`config.mk`:
```
export PLATFORM = sky130hd
export DESIGN_NAME = dmem_bridge
export DESIGN_NICKNAME = d
export VERILOG_FILES = /design/src/rtl/dmem_bridge_pkg.sv /design/src/rtl/dmem_store_buf.sv /design/src/rtl/dmem_bridge.sv
export SDC_FILE = /design/constraint.sdc
export NUM_CORES = 1
export LEC_CHECK = 0
export BUFFER_PORTS_ARGS = -buffer_cell sky130_fd_sc_hd__clkbuf_2
export CAP_MARGIN = 10
export CORE_UTILIZATION = 49
export CTS_CLUSTER_SIZE = 25
export DETAILED_ROUTE_END_ITERATION = 12
export GPL_ROUTABILITY_DRIVEN = 0
export HOLD_SLACK_MARGIN = 0.03
export PLACE_DENSITY = 0.82
export SETUP_SLACK_MARGIN = 0.4
export SYNTH_ARGS = -nofsm -noshare
export SYNTH_HDL_FRONTEND = slang
export SYNTH_SLANG_ARGS = --single-unit
```
`constraint.sdc`:
```
create_clock -name clk -period 2.7 [get_ports clk]
set_clock_uncertainty 0.05 [all_clocks]
set_input_delay 0.675 -clock clk [delete_from_list [all_inputs] [get_ports clk]]
set_output_delay 0.675 -clock clk [all_outputs]
set_load 0.02 [all_outputs]
```
`src/rtl/dmem_bridge_pkg.sv`:
```
// Shared types and constants for the data-memory bridge.
package dmem_bridge_pkg;

    typedef enum logic [1:0] {
        IDLE = 2'd0,
        REQ  = 2'd1,
        DONE = 2'd2
    } bridgeState;

    localparam int          TIMEOUT_DEFAULT = 255;
    localparam int          TO_W_DEFAULT    = 8;
    localparam logic [31:0] WORD_ALIGN      = 32'hFFFF_FFFC;

    // Byte address to the word address presented on the bus.
    function automatic logic [31:0] wordAddr(input logic [31:0] byteAddr);
        return byteAddr & WORD_ALIGN;
    endfunction

endpackage

```
`src/rtl/dmem_store_buf.sv`:
```
// One-entry posted store buffer; used only when DMEM_STORE_BUFFER_EN is defined.
module dmem_store_buf
    import dmem_bridge_pkg::*;
(
    input  logic        clk,
    input  logic        rst,
    input  logic        push,
    input  logic        pop,
    input  logic [3:0]  pushWe,
    input  logic [31:0] pushAddr,
    input  logic [31:0] pushData,
    output logic        valid,
    output logic [3:0]  entryWe,
    output logic [31:0] entryAddr,
    output logic [31:0] entryData
);

    // Capture a store on push, release the entry once its drain completes.
    always_ff @(posedge clk) begin
        if (rst) begin
            valid     <= 1'b0;
            entryWe   <= 4'b0;
            entryAddr <= 32'b0;
            entryData <= 32'b0;
        end else if (push) begin
            valid     <= 1'b1;
            entryWe   <= pushWe;
            entryAddr <= wordAddr(pushAddr);
            entryData <= pushData;
        end else if (pop) begin
            valid     <= 1'b0;
        end
    end

endmodule

```
`src/rtl/dmem_bridge.sv`:
```
// Memory-stage bridge: turns core load/store requests into req/ack bus
// transactions and stalls the pipeline until each one completes.
// Optional feature macro: DMEM_STORE_BUFFER_EN (one-entry posted store buffer).
module dmem_bridge
    import dmem_bridge_pkg::*;
#(
    parameter int TIMEOUT = TIMEOUT_DEFAULT,
    parameter int TO_W    = TO_W_DEFAULT
) (
    input  logic        clk,
    input  logic        rst,
    input  logic        memtoregM,
    input  logic [3:0]  memwriteM,
    input  logic [31:0] aluoutM,
    input  logic [31:0] writedataM,
    output logic [31:0] readdataM,
    output logic        stallM,
    output logic        bus_err,
    output logic        mem_req,
    output logic [3:0]  mem_we,
    output logic [31:0] mem_addr,
    output logic [31:0] mem_wdata,
    input  logic [31:0] mem_rdata,
    input  logic        mem_ack
);

    bridgeState      state;
    bridgeState      nextState;
    logic [TO_W-1:0] toCount;
    logic [31:0]     rdataQ;
    logic            acc;
    logic            atLimit;
    logic            finishReq;
    logic            startCore;
    logic            draining;

    assign acc       = memtoregM | (|memwriteM);
    assign atLimit   = (toCount == TO_W'(TIMEOUT));
    assign finishReq = (state == REQ) && (mem_ack || atLimit);
    assign readdataM = rdataQ;

`ifdef DMEM_STORE_BUFFER_EN
    logic        startDrain;
    logic        bufPush;
    logic        bufPop;
    logic        bufValid;
    logic [3:0]  bufWe;
    logic [31:0] bufAddr;
    logic [31:0] bufData;

    assign bufPop = finishReq && draining;

    dmem_store_buf uStoreBuf (
        .clk       (clk),
        .rst       (rst),
        .push      (bufPush),
        .pop       (bufPop),
        .pushWe    (memwriteM),
        .pushAddr  (aluoutM),
        .pushData  (writedataM),
        .valid     (bufValid),
        .entryWe   (bufWe),
        .entryAddr (bufAddr),
        .entryData (bufData)
    );

    // Remember whether the bus transaction in flight is a buffer drain.
    always_ff @(posedge clk) begin
        if (rst) begin
            draining <= 1'b0;
        end else if (startDrain) begin
            draining <= 1'b1;
        end else if (startCore) begin
            draining <= 1'b0;
        end
    end
`else
    assign draining = 1'b0;
`endif

    // State register.
    always_ff @(posedge clk) begin
        if (rst) begin
            state <= IDLE;
        end else begin
            state <= nextState;
        end
    end

    // Next-state decode and pipeline stall; a drain only stalls a waiting access.
    always_comb begin
        nextState = state;
        stallM    = 1'b0;
        startCore = 1'b0;
`ifdef DMEM_STORE_BUFFER_EN
        startDrain = 1'b0;
        bufPush    = 1'b0;
`endif
        unique case (state)
            IDLE: begin
`ifdef DMEM_STORE_BUFFER_EN
                if (bufValid) begin
                    startDrain = 1'b1;
                    nextState  = REQ;
                    stallM     = acc;
                end else if (|memwriteM) begin
                    bufPush = 1'b1;
                end else if (acc) begin
                    startCore = 1'b1;
                    nextState = REQ;
                    stallM    = 1'b1;
                end
`else
                if (acc) begin
                    startCore = 1'b1;
                    nextState = REQ;
                    stallM    = 1'b1;
                end
`endif
            end
            REQ: begin
                stallM = draining ? acc : 1'b1;
                if (finishReq) begin
                    nextState = draining ? IDLE : DONE;
                end
            end
            DONE: begin
                nextState = IDLE;
            end
            default: begin
                nextState = IDLE;
            end
        endcase
    end

    // Bus registers, returned data, timeout counter and sticky error flag.
    always_ff @(posedge clk) begin
        if (rst) begin
            mem_req   <= 1'b0;
            mem_we    <= 4'b0;
            mem_addr  <= 32'b0;
            mem_wdata <= 32'b0;
            rdataQ    <= 32'b0;
            bus_err   <= 1'b0;
            toCount   <= '0;
        end else if (startCore) begin
            mem_req   <= 1'b1;
            mem_we    <= memwriteM;
            mem_addr  <= wordAddr(aluoutM);
            mem_wdata <= writedataM;
            toCount   <= '0;
`ifdef DMEM_STORE_BUFFER_EN
        end else if (startDrain) begin
            mem_req   <= 1'b1;
            mem_we    <= bufWe;
            mem_addr  <= bufAddr;
            mem_wdata <= bufData;
            toCount   <= '0;
`endif
        end else if (state == REQ) begin
            if (mem_ack) begin
                mem_req <= 1'b0;
                if (mem_we == 4'b0 && !draining) begin
                    rdataQ <= mem_rdata;
                end
            end else if (atLimit) begin
                mem_req <= 1'b0;
                bus_err <= 1'b1;
                if (!draining) begin
                    rdataQ <= 32'b0;
                end
            end else begin
                toCount <= toCount + 1'b1;
            end
        end
    end

endmodule

```
# Yosys cells after proc, flatten, opt, wreduce, memory -nomap -nowiden
# Index checks and enable logic that the tools add are counted.
[word_totals] inputBits=104 reg_bits=110 mem_bits_rw=0 word_cells=45 memories=0 output_inout_bits=103 rom_bits=0 latch_bits=0
[op_classes] shifts=0 addsub=1 muxes=13 multipliers=0 div=0 n_eq_ne=5 reduce_logical=14 n_lt_le_gt_ge=0 bitwise_logic=4
[ops] operator="$mux 32" n=3
[ops] operator="$add 8x1->8 const B" n=1
[ops] operator="$eq 8x8->1 const B" n=1
[ops] operator="$reduce_and 4->1" n=2
[ops] operator="$mux 1" n=6
[ops] operator="$logic_not 4->1" n=1
[ops] operator="$mux 2" n=2
[ops] operator="$ne 2x2->1 const B" n=2
[ops] operator="$pmux 2 s2" n=1
[ops] operator="$reduce_and 2->1" n=2
[ops] operator="$reduce_bool 2->1" n=2
[ops] operator="$reduce_or 4->1" n=1
[ops] operator="$not 1->1" n=3
[ops] operator="$reduce_and 3->1" n=1
[ops] operator="$reduce_bool 3->1" n=1
[ops] operator="$eq 2x1->1 const B" n=1
[ops] operator="$logic_not 2->1" n=1
[ops] operator="$ne 2x1->1 const B" n=1
[ops] operator="$pmux 1 s2" n=1
[ops] operator="$reduce_or 2->1" n=1
[ops] operator="$logic_and 1x1->1" n=1
[ops] operator="$logic_or 1x1->1" n=1
[ops] operator="$or 1x1->1" n=1

# Depth between registers and ports, before layout
[logic_depth] depth_word=6 mapped_depth=6 mapped_depth_nobuf=5

# Worst setup path before layout
# No wires, ideal clock.
[synth_path] path_kind="in2out" start="input port memwriteM[0]" end="output port stallM" t_arrival_ns=1.464 required_ns=1.975 n_path_buf=0 path_stages=3 path_slack_ns=0.511 cell_sequence="or4_4 > nor3_1 > nor2_1"
[synth_between] elab_chain_cells=4
[synth_rtl] element="from (decl)" line_no="dmem_bridge.sv:13" source="input logic [3:0] memwriteM,"
[synth_rtl] element="$reduce_or 4->1" line_no="dmem_bridge.sv:37" source="assign acc = memtoregM | (|memwriteM);"
[synth_rtl] element="$or 1x1->1" line_no="dmem_bridge.sv:37"
[synth_rtl] element="$mux 1" line_no="dmem_bridge.sv:114" source="if (acc) begin"
[synth_rtl] element="$pmux 1 s2" line_no="dmem_bridge.sv:99" source="unique case (state)"
[synth_rtl] element="to (decl)" line_no="dmem_bridge.sv:17" source="output logic stallM,"
# Every way passes these cells.

# Worst setup path after layout
[layout_path] start="input port memtoregM" end="output port stallM"
[layout_between] elab_chain_cells=3
[layout_rtl] element="from (decl)" line_no="dmem_bridge.sv:12" source="input logic memtoregM,"
[layout_rtl] element="$or 1x1->1" line_no="dmem_bridge.sv:37"
[layout_rtl] element="$mux 1" line_no="dmem_bridge.sv:114"
[layout_rtl] element="$pmux 1 s2" line_no="dmem_bridge.sv:99"
# Every way passes these cells.

==> results_dict.tcl <==
set metrics [dict create \
    outcome "finished clean" \
    r2r_start "toCount[0]$_SDFFE_PP0P_" \
    grt_pass1_vias 3476 \
    num-nets-final 784 \
    total_power_w 0.00340 \
    timing.setup.tns_ns 0 \
    crit_path_start_kind "primary input" \
    cts.sinks 110 \
    synth_async_sr_flop_share_pct 0 \
    hold_violations 0 \
    n_fill_cell 684 \
    leakage_nw 2.48 \
    ir_worst_vdd_mv 0.421 \
    start_util_pct 51.6 \
    min_period_over_period_pct 88.8 \
    critPathMaxStageDelay_ns 0.56 \
    ys_seq_area_share_pct 54.4 \
    drt-initial-drc-count 130 \
    tritoncts "yes" \
    p_per_area_nw_per_um2 639 \
    place_area_um2 5100 \
    grt_overflow 0 \
    die_h_um 92.9 \
    drive_above_1_share_pct 33.8 \
    grt_setup_unrepaired "yes" \
    grt_max_degree 70 \
    synth_area_leaders "dfxtp_1 54%, nand2_1 15%, a21oi_1 8.4%" \
    synth_compound_area_share_pct 14.3 \
    syn_inst 494 \
    drc 0 \
    coreArea_um2 7850 \
    ys.flop_type "dfxtp_1" \
    vias 3897 \
    ios 207 \
    cts.clk_slew.worst_paths_ns 0.10 \
    dr.pass1.iters 4 \
    dp_cells 770 \
    yosys.area_share.simple_pct 25.5 \
    synth_area_um2 4050 \
    setup_viol 0 \
    crit_fanout 3 \
    cts_setup_buffers 0 \
    cp-startpoint "memtoregM" \
    crit_slowest_cell "or4_4" \
    required_ns 1.98 \
    fp-row-count 32 \
    synth_edf_count 0 \
    viasPerCell 4.96 \
    drtAntennaViolNets 0 \
    yosys_warnings 0 \
    critical_path_class "primary input to output port" \
    yosysMostFrequentCell "nand2_1" \
    avgSynthCellArea_um2 8.20 \
    die-area_um2 8630 \
    grt_usage_pct 22.7 \
    synth_top_family_by_area "simple AND/OR/NAND/NOR gates" \
    antenna_found_initial 0 \
    antenna_cells 0 \
    worst_slack_ns 0.303 \
    io_buffer_count 202 \
    final_cells 786 \
    routed_wl_mm 10.1 \
    wire_per_inst_um 12.8 \
    clockRootBuffer "clkbuf_8" \
    die_w_um 92.9 \
    synth_area_leader_cell "dfxtp_1" \
    stdcell_area_um2 5320 \
    htreeDepth 3 \
    timing.fmax_mhz 417 \
    yosys.area.top_type_share_pct 54.4 \
    worstMarginPinSlew_ns 0.614 \
    final_max_slew_viol_count 0 \
    synthMuxAreaShare_pct 0.494 \
    arrival_ns 1.67 \
    maxCapViolCount 0 \
    syn_to_final_growth_pct 31.3 \
    insertion_delay_ns 0.36 \
    ctsLongestPathBuffers 2 \
    hp-start "mem_wdata[22]$_SDFFE_PP0P_" \
    slew_headroom_pct 59.1 \
    cp_cell_sequence "clkbuf_2 -> or4_4 -> nor3_2 -> nor2_1 -> clkbuf_4" \
    ys_top_cells_by_count "164 x nand2_1, 110 x dfxtp_1, 68 x a21oi_1, 34 x nand2b_1, 26 x o21ai_0" \
    synth_xor_area_share_pct 0.433 \
    hpwl_mm 7.20 \
    synth_cell_types 36 \
    numCtsBuffers 9 \
    post-place-ws_ns 0.293 \
    grt_first_pass_wirelength_mm 15.7 \
    fin_crit_ns 2.40 \
    min_path_type "flip-flop to flip-flop" \
    end_kind "output port" \
    synthAdderAreaFrac_pct 0.309 \
    synth-seq-cells 110 \
]
## path summary, 6_finish.rpt
| kind | depth (start not counted) | endpoint | slack, ns |
|---|---|---|---|
| max | 5 | stallM | 0.30 |
| min | 2 | mem_wdata[22]$_SDFFE_PP0P_ | 0.41 |
| max reg2reg | 6 | readdataM[22]$_SDFFE_PP0P_ | 0.73 |
| min reg2reg | 2 | mem_wdata[22]$_SDFFE_PP0P_ | 0.41 |
## what timing repair did
action | CTS | global route
cloned | 0 | 0
gates resized for setup | 2 | 0
hold buffers | 0 | 0
pin swaps | 1 | 0
endpoints found under the setup margin | 1 | 1
## through the flow
step           util [%]  hold slack, ns
4_1_cts            67.8           0.409
3_3_place_gp       65.0           0.391
2_1_floorplan         -           0.432
5_1_grt            67.8           0.428
3_5_place_dp       65.0           0.396
6_report           67.8           0.409
## critical path: cells and delay by family
| family | cells | cell delay (ns) |
|---|---|---|
| AND/OR/NAND/NOR | 3 | 0.75 |
| buffers and inverters | 2 | 0.24 |
## cells in the final DEF, fill, tap and decap left out, types with 4 or more instances in the layout
| master | n |
|---|---|
| nor2_1 | 10 |
| a21oi_1 | 68 |
| dfxtp_1 | 110 |
| nand2_1 | 164 |
| nor3_1 | 4 |
| nand2b_1 | 34 |
| o21ai_1 | 7 |
| buf_4 | 4 |
| clkbuf_2 | 200 |
| clkbuf_8 | 10 |
| o21ai_0 | 26 |
## flip-flops by register name (all words and copies together), names as in the netlist
name,count
mem_wdata,32
mem_req,1
toCount,8
state,2
bus_err,1
mem_addr,30
readdataM,32
mem_we,4
## area by class of cell
| class | instances | area (um2) | area share (%) |
|---|---|---|---|
| Sequential cell | 110 | 2200 | 41.4 |
| Timing Repair Buffer | 208 | 1080 | 20.4 |
| Clock buffer | 10 | 138 | 2.59 |
| Clock inverter | 6 | 68.8 | 1.29 |
| Tap cell | 102 | 128 | 2.40 |
| Multi-Input combinational cell | 350 | 1700 | 31.9 |
## routing by layer
layer  wire length [um]  up-vias  track usage [%]
met2               4990      147             39.5
met3                634       27             4.52
met1               4140     1738             26.2
met5                  0        -                0
li1                   -     1985                -
met4                308        0             11.4
## report_power, final
group          internal (W)  switching [W]
sequential          0.00173      0.0000550
combinational      0.000219       0.000382
clock              0.000460       0.000553
total               0.00241       0.000990
## logic make-up after synthesis
family	after synthesis
buf+inv	35
mux	2
fa+ha+maj	1
flops	110
other cells	1
simple gates	232
xor+xnor	2
compound gates	111
Note: power is estimated with default switching activity, not from simulation.
